--- config.mk ---
export PLATFORM = sky130hd
export DESIGN_NAME = fifo_rd_stream
export DESIGN_NICKNAME = d
export VERILOG_FILES = /design/src/rtl/fifo_pkg.sv /design/src/rtl/fifo_rd_stream.sv
export SDC_FILE = /design/constraint.sdc
export NUM_CORES = 1
export LEC_CHECK = 0
export ABC_AREA = 1
export ABC_CLOCK_PERIOD_IN_PS = 2400
export BUFFER_PORTS_ARGS = -buffer_cell sky130_fd_sc_hd__buf_2
export CELL_PAD_IN_SITES_DETAIL_PLACEMENT = 1
export CELL_PAD_IN_SITES_GLOBAL_PLACEMENT = 1
export CORE_ASPECT_RATIO = 0.75
export CORE_MARGIN = 3
export CORE_UTILIZATION = 40
export CTS_CLUSTER_DIAMETER = 60
export DETAILED_ROUTE_END_ITERATION = 16
export PLACE_DENSITY = 0.89
export REMOVE_ABC_BUFFERS = 1
export SETUP_SLACK_MARGIN = 0.15
export SLEW_MARGIN = 20
export SYNTH_ARGS = -nofsm -noshare
export SYNTH_HDL_FRONTEND = slang
export SYNTH_SLANG_ARGS = --single-unit
--- constraint.sdc ---
create_clock -name clk -period 2.4 [get_ports clk]
set_input_delay 0 -clock clk [delete_from_list [all_inputs] [get_ports clk]]
set_output_delay 0 -clock clk [all_outputs]
set_load 0.005 [all_outputs]
--- src/rtl/fifo_pkg.sv ---
// fifo_pkg: shared definitions for the sync FIFO and its read-side stream adapter
package fifo_pkg;

    localparam int XFER_W = 16;

    typedef enum logic [1:0] {
        S_EMPTY = 2'd0,
        S_ONE   = 2'd1,
        S_TWO   = 2'd2
    } rd_state_e;

endpackage

--- src/rtl/fifo_rd_stream.sv ---
// fifo_rd_stream: turns a show-ahead FIFO read port into a registered valid/ready stream via a 2-entry skid buffer
module fifo_rd_stream
    import fifo_pkg::*;
#(
    parameter type T = logic [7:0]
) (
    input  logic                clk,
    input  logic                rst,
    input  logic                fifo_empty,
    input  T                    fifo_data,
    output logic                fifo_ren,
    input  logic                flush,
    output logic                m_valid,
    input  logic                m_ready,
    output T                    m_data,
    output logic [1:0]          occupancy,
    output logic [XFER_W-1:0]   xfer_cnt
);

    rd_state_e         state_q, state_d;
    T                  head_q, head_d;
    T                  skid_q, skid_d;
    logic [XFER_W-1:0] xfer_cnt_q, xfer_cnt_d;
    logic              hs;

    assign fifo_ren  = !rst && !fifo_empty && !flush && (state_q != S_TWO);
    assign m_valid   = (state_q != S_EMPTY);
    assign m_data    = head_q;
    assign occupancy = state_q;
    assign xfer_cnt  = xfer_cnt_q;

    // next-state: pop into head when it is free or draining, spill into skid when it is stalled
    always_comb begin
        hs         = m_valid && m_ready;
        state_d    = state_q;
        head_d     = head_q;
        skid_d     = skid_q;
        xfer_cnt_d = xfer_cnt_q + XFER_W'(hs);
        case (state_q)
            S_EMPTY: begin
                if (fifo_ren) begin
                    state_d = S_ONE;
                    head_d  = fifo_data;
                end
            end
            S_ONE: begin
                if (fifo_ren && hs) begin
                    head_d = fifo_data;
                end else if (fifo_ren) begin
                    state_d = S_TWO;
                    skid_d  = fifo_data;
                end else if (hs) begin
                    state_d = S_EMPTY;
                end
            end
            S_TWO: begin
                if (hs) begin
                    state_d = S_ONE;
                    head_d  = skid_q;
                end
            end
            default: state_d = S_EMPTY;
        endcase
        state_d = flush ? S_EMPTY : state_d;
    end

    // state and counter reset; payload registers carry no reset since they are ignored while empty
    always_ff @(posedge clk) begin
        if (rst) begin
            state_q    <= S_EMPTY;
            xfer_cnt_q <= '0;
        end else begin
            state_q    <= state_d;
            xfer_cnt_q <= xfer_cnt_d;
        end
        head_q <= head_d;
        skid_q <= skid_d;
    end

endmodule

==> results of run 1 <==
## worst min-delay path, cell delays in order
cell	delay (ns)
buf_2	0.09
inv_1	0.04
nand2_1	0.08
a21oi_1	0.05
## registers in the layout, summed over array words and instances (netlist names)
| register | flops |
|---|---|
| skid_q | 8 |
| occupancy | 2 |
| m_data | 8 |
| xfer_cnt | 16 |
## worst max-delay path by stage
stage                       from  depth (start not counted)           end
global route        occupancy[0]                         10  xfer_cnt[14]
detailed placement  occupancy[0]                         10  xfer_cnt[14]
CTS                 occupancy[0]                         10  xfer_cnt[14]
finish              occupancy[0]                         10  xfer_cnt[14]
floorplan           occupancy[0]                          6     m_data[0]
global placement    occupancy[0]                         10  xfer_cnt[12]
## repair_timing
action	4_1_cts	5_1_grt
hold buffers	8	0
hold endpoints to repair	9	0
buffers inserted	0	0
## synth_stat cells, drive strengths merged
master	instances
nor2	20
a31oi	2
nand4	3
nor3	5
ha	2
clkinv	1
o21ai	4
inv	26
buf	1
nand2	56
o21a	1
edfxtp	16
a21oi	12
dfxtp	18
xor2	1
nand3	13
## where the power goes
part / internal (mW) / leakage (nW) / switching, mW
registers: 0.614 / 0.291 / 0.00264
clock network: 0.206 / 0.0395 / 0.196
logic: 0.0288 / 0.574 / 0.0367
## kinds of logic (layout without fill, tap and decap cells)
| family | after synthesis | after routing | share of synthesized area, % |
|---|---|---|---|
| AO/OA/AOI/OAI | 19 | 19 | 6.441 |
| adder cells (fa/ha/maj) | 2 | 2 | 1.610 |
| other | 0 | 1 | 0 |
| buffers and inverters | 28 | 84 | 7.649 |
| XOR/XNOR | 1 | 1 | 0.5637 |
| flip-flops | 34 | 34 | 54.11 |
| AND/OR/NAND/NOR | 97 | 97 | 29.63 |
## cell type report
class | instances | area [µm²] | area share (%)
flip-flops and latches | 34 | 840.8 | 42.48
multi-input cells | 119 | 594.3 | 30.03
repair buffers | 49 | 287.8 | 14.54
inverters | 27 | 111.4 | 5.626
clock buffers | 8 | 80.08 | 4.046
well taps | 50 | 62.56 | 3.161
diodes | 1 | 2.502 | 0.1264
## per-layer routing
layer	wire [µm]	vias to the layer above
met5	0	-
met4	139	0
met3	191	14
met2	2271	33
met1	1967	686
li1	-	696
==> results by group, run 1 <==
Status
  – Status: completed

Floorplan
  – Core outline area: ~3500 µm²
  – Die H: ~60 µm
  – Chip width: a little under 80 µm
  – Die area: between 4000 and 5000 µm²
  – Initial Util: 44.52%
  – Ports: 41
  – Num rows: 18

Global routing
  – Vias in the first global route: 1551
  – Met3 usage: around 5.4%
  – GR Util met2: 38.17%
  – Largest net degree at the start of global routing: 12
  – Initial antenna violation count: 0
  – Total track usage: between 20% and 30%
  – Grt ovf: 0
  – GRT met1 Usage: between 20% and 30%
  – Global route hottest layer: met2
  – Global-route wire length before repair: about 7500 µm

Setup path
  – Setup crit start kind: register
  – Setup CP Type: reg -> reg
  – Worst-path fanout max: 6
  – Cell mode on critical path: nand2_1
  – Bufs and invs on worst path: 2
  – FF-to-FF End: xfer_cnt[14]
  – CP top delay family: simple AND/OR/NAND/NOR gates
  – Worst Reg-to-Reg Cells: 10
  – Type of destination of the critical path: register
  – Worst r2r src: occupancy[0]
  – Crit-path cells: inv_2, nand2_4, nand3_4, inv_1, ha_1, nand2_1, nor3_2, nand2_1, o21ai_1, nor2_1
  – Slowest-stage cell, CP: dfxtp_1
  – Largest incremental delay on the critical path: approximately 0.46 ns
  – Flop2flop setup slack: ~0.60 ns
  – Worst Path Required: between 2 and 3 ns
  – Arrival time worst endpoint: 1.98 ns

Hold path
  – Hold_sp: flush
  – Hold Path Depth: 4
  – Hold crit path type: in -> reg
  – Hold Path Sink: occupancy[1]

Placement
  – Pre-CTS setup slack: roughly 0.63 ns
  – Routability Congestion: a little over 0.8
  – I/O Buffers: 40
  – Placed cells: between 200 and 300
  – Post-DP Area: about 1800 µm²
  – Post-DP HPWL: 3076 µm

Clocking
  – CTS buffer count: 5
  – CTS tree: built
  – Clock root cell: clkbuf_8
  – Skew-Pair Late Insertion Delay: 0.28 ns
  – Clock buffer depth: 2
  – H-tree Lvls: 2
  – Reg clk slew, reported paths: about 0.060 ns
  – Clk sink count: 34
  – Cts repair resizes: 0

Detailed routing
  – Final ANT Viol Nets: 0
  – Via density per instance: 4.962
  – Initial DRC count: 67
  – Routed WL: approximately 4600 µm
  – Detailed-route DRC error count: 0
  – Routed length per placed instance: roughly 16 µm
  – DR vias: 1429
  – TritonRoute pass-1 iters: 4

Finish
  – Fin nets: approximately 250
  – Fin util: 56.70%
  – Fraction of layout cells with a size suffix above 1: 26.58%
  – Commonest non-fill, non-tap cell in the layout: nand2_1
  – Area grow syn2layout: 27.38%
  – Most frequent cells in the layout: 52 x nand2_1, 40 x buf_2, 20 x inv_1
  – Filler Cell Count: around 440
  – Non-Filler Instances: 288
  – Final instance area: 1979 µm²

Synthesis
  – Synth warnings: 0
  – Distinct cells, synth: 27
  – Area share of the largest cell type after synthesis: roughly 31%
  – Synthesized instance count: between 150 and 200
  – Synth top area cells: edfxtp_1 31%, dfxtp_1 23%, nand2_1 13%
  – Cell accounting for the most synthesized area: edfxtp_1
  – Synth Area per Inst: about 8.6 µm²
  – Sequential fraction of the synthesis area: a little over half
  – Cell Area, Synth: 1554 µm²
  – Yosys reg bits: 34

STA
  – Setup tns final: 0 ns
  – Tmin final: roughly 1.8 ns
  – Setup Skew: 0.004362 ns
  – Worst-margin pin slew: approximately 0.35 ns
  – Achievable Freq: roughly 0.56 GHz
  – Fin worst setup slack: between 0.6 and 0.7 ns
  – Max Transition Viols Final: 0
  – Slew headroom: approximately three quarters
  – RSZ-0062 raised after global routing: no
  – Final Hold Vio Count: 0
  – Finish-stage setup viols: 0
  – Final period utilization: 75.00%
  – Fin Hold WS: approximately 0.019 ns

Power
  – Power per standard cell area: roughly 550 nW/µm²
  – Total power: about 1.1 mW
  – Leakage: about 0.9 nW
  – Max VDD drop: around 300 µV

Run
  – Maxcap violations: 0
No activity file was read; power rests on OpenSTA's default activity.
==> run 2, diff against run 1 <==
Settings changed: ABC_CLOCK_PERIOD_IN_PS 2400 to 1600, CORE_UTILIZATION 40 to 34, PLACE_DENSITY 0.89 to 0.81.
Clock period 2.4 ns to 1.6 ns, I/O delays scaled along.
==> results by group, run 2 (synthesis gave the netlist of run 1 again) <==
Setup path
  – Worst Reg-to-Reg Cells: 9
  – Worst-path fanout max: 8
  – Type of destination of the critical path: register
  – Cell mode on critical path: nand2_4
  – Arrival time worst endpoint: approximately 1.6 ns
  – Worst r2r src: occupancy[0]
  – Setup CP Type: reg -> reg
  – Slowest-stage cell, CP: dfxtp_4
  – Largest incremental delay on the critical path: 0.37 ns
  – Crit path depth: 9
  – Bufs and invs on worst path: 2
  – Crit. Startpoint: occupancy[0]
  – Setup crit start kind: register
  – CP top delay family: simple AND/OR/NAND/NOR gates
  – Crit-path cells: inv_4, nand2_4, nand3_4, inv_2, ha_4, nand2_4, nor2_4, nand4_1, a21oi_1
  – Worst Path Required: around 1.8 ns

STA
  – Fin Hold WS: 0.03116 ns
  – Tmin final: about 1.4 ns
  – Worst-margin pin slew: 0.3847 ns
  – Final Hold Vio Count: 0
  – RSZ-0062 raised after global routing: yes
  – Final period utilization: 88.25%
  – Finish-stage setup viols: 0
  – Fin worst setup slack: approximately 0.19 ns
  – Setup Skew: 0.007210 ns
  – Max Transition Viols Final: 0
  – Slew headroom: between 70% and 80%
  – Setup tns final: 0 ns
  – Achievable Freq: between 0.7 and 0.8 GHz

Clocking
  – Clock root cell: clkbuf_8
  – Reg clk slew, reported paths: 0.07 ns
  – Clk sink count: 34
  – H-tree Lvls: 2
  – Clock buffer depth: 2
  – Skew-Pair Late Insertion Delay: 0.30 ns
  – CTS tree: built
  – CTS buffer count: 5

Hold path
  – Hold_sp: flush
  – Hold crit path type: in -> reg
  – Hold Path Depth: 4

Detailed routing
  – Via density per instance: 4.722
  – DR vias: around 1400
  – Detailed-route DRC error count: 0
  – TritonRoute pass-1 iters: 4
  – Routed WL: ~4600 µm
  – Initial DRC count: 77
  – Routed length per placed instance: approximately 15 µm
  – Final ANT Viol Nets: 0

Placement
  – I/O Buffers: 40
  – Routability Congestion: roughly 0.8
  – Post-DP HPWL: approximately 3000 µm
  – Pre-CTS setup slack: -0.01137 ns

Global routing
  – Initial antenna violation count: 0
  – Total track usage: about 17%
  – Vias in the first global route: between 1000 and 1500
  – Grt ovf: 0
  – Global-route wire length before repair: between 7000 and 8000 µm
  – Largest net degree at the start of global routing: 12

Status
  – Status: completed

Floorplan
  – Die area: around 5400 µm²
  – Ports: 41
  – Die H: around 65 µm
  – Chip width: roughly 84 µm
  – Num rows: 20
  – Core outline area: 4229 µm²
  – Initial Util: 36.75%

Power
  – Power per standard cell area: 807.2 nW/µm²
  – Leakage: slightly above 1 nW
  – Max VDD drop: between 500 and 600 µV

Finish
  – Most frequent cells in the layout: 50 x nand2_1, 40 x buf_2, 18 x inv_1
  – Fin nets: ~270
  – Fraction of layout cells with a size suffix above 1: about 36%
  – Area grow syn2layout: 40.58%
  – Max reg flops: 16
  – Commonest non-fill, non-tap cell in the layout: nand2_1
  – Ant diodes: 0

Run
  – Maxcap violations: 0
run 2: layout make-up:
class,count,area (µm²)
clock inverter,1,3.754
fill,509,2044
timing repair buffer,63,396.6
tap,55,68.82
multi-input combinational,119,655.6
inverter,27,116.4
sequential,34,845.8
clock buffer,7,97.59
run 2: final timing paths:
check / to / slack (ns)
max: xfer_cnt[12] / 0.19
min: occupancy[1] / 0.03
max reg2reg: xfer_cnt[12] / 0.19
min reg2reg: xfer_cnt[15] / 0.48
run 2: worst reg2reg max path, stage by stage (launching register included):
cell     delay (ns)
dfxtp_4        0.37
inv_4          0.04
nand2_4        0.07
nand3_4        0.06
inv_2          0.08
ha_4           0.14
nand2_4        0.07
nor2_4         0.24
nand4_1        0.14
a21oi_1        0.15
run 2: per-stage QoR:
step / std cells / utilization (%) / total power [mW] / cell area, µm²
2_1_floorplan: 180 / - / 0.9754 / 1546
3_3_place_gp: 281 / 43.99 / 1.022 / 1861
3_5_place_dp: 281 / 43.99 / 1.025 / 1861
4_1_cts: 300 / 49.67 / 1.758 / 2101
5_1_grt: 306 / 51.66 / 1.821 / 2185
6_report: 306 / 51.66 / 1.763 / 2185
run 2: power by group:
group	switching (mW)	internal, mW	total, mW
clock	0.338	0.397	0.735
sequential	0.00323	0.919	0.922
combinational	0.0566	0.0493	0.106
total	0.398	1.37	1.76
run 2: routing by layer:
layer | vias up | global-route usage (%) | part of all wire [%]
met4 | 0 | 6.024 | 1.7
li1 | 720 | - | -
met3 | 8 | 6.480 | 4.3
met1 | 689 | 20.46 | 46
met2 | 28 | 27.95 | 48
met5 | - | 0 | 0
run 2: what timing repair did:
action	4_1_cts	5_1_grt
endpoints found under the hold margin	13	0
endpoints found under the setup margin	23	25
resized for setup	9	13
hold buffers	8	0
pin swaps	4	11
buffers inserted	3	6
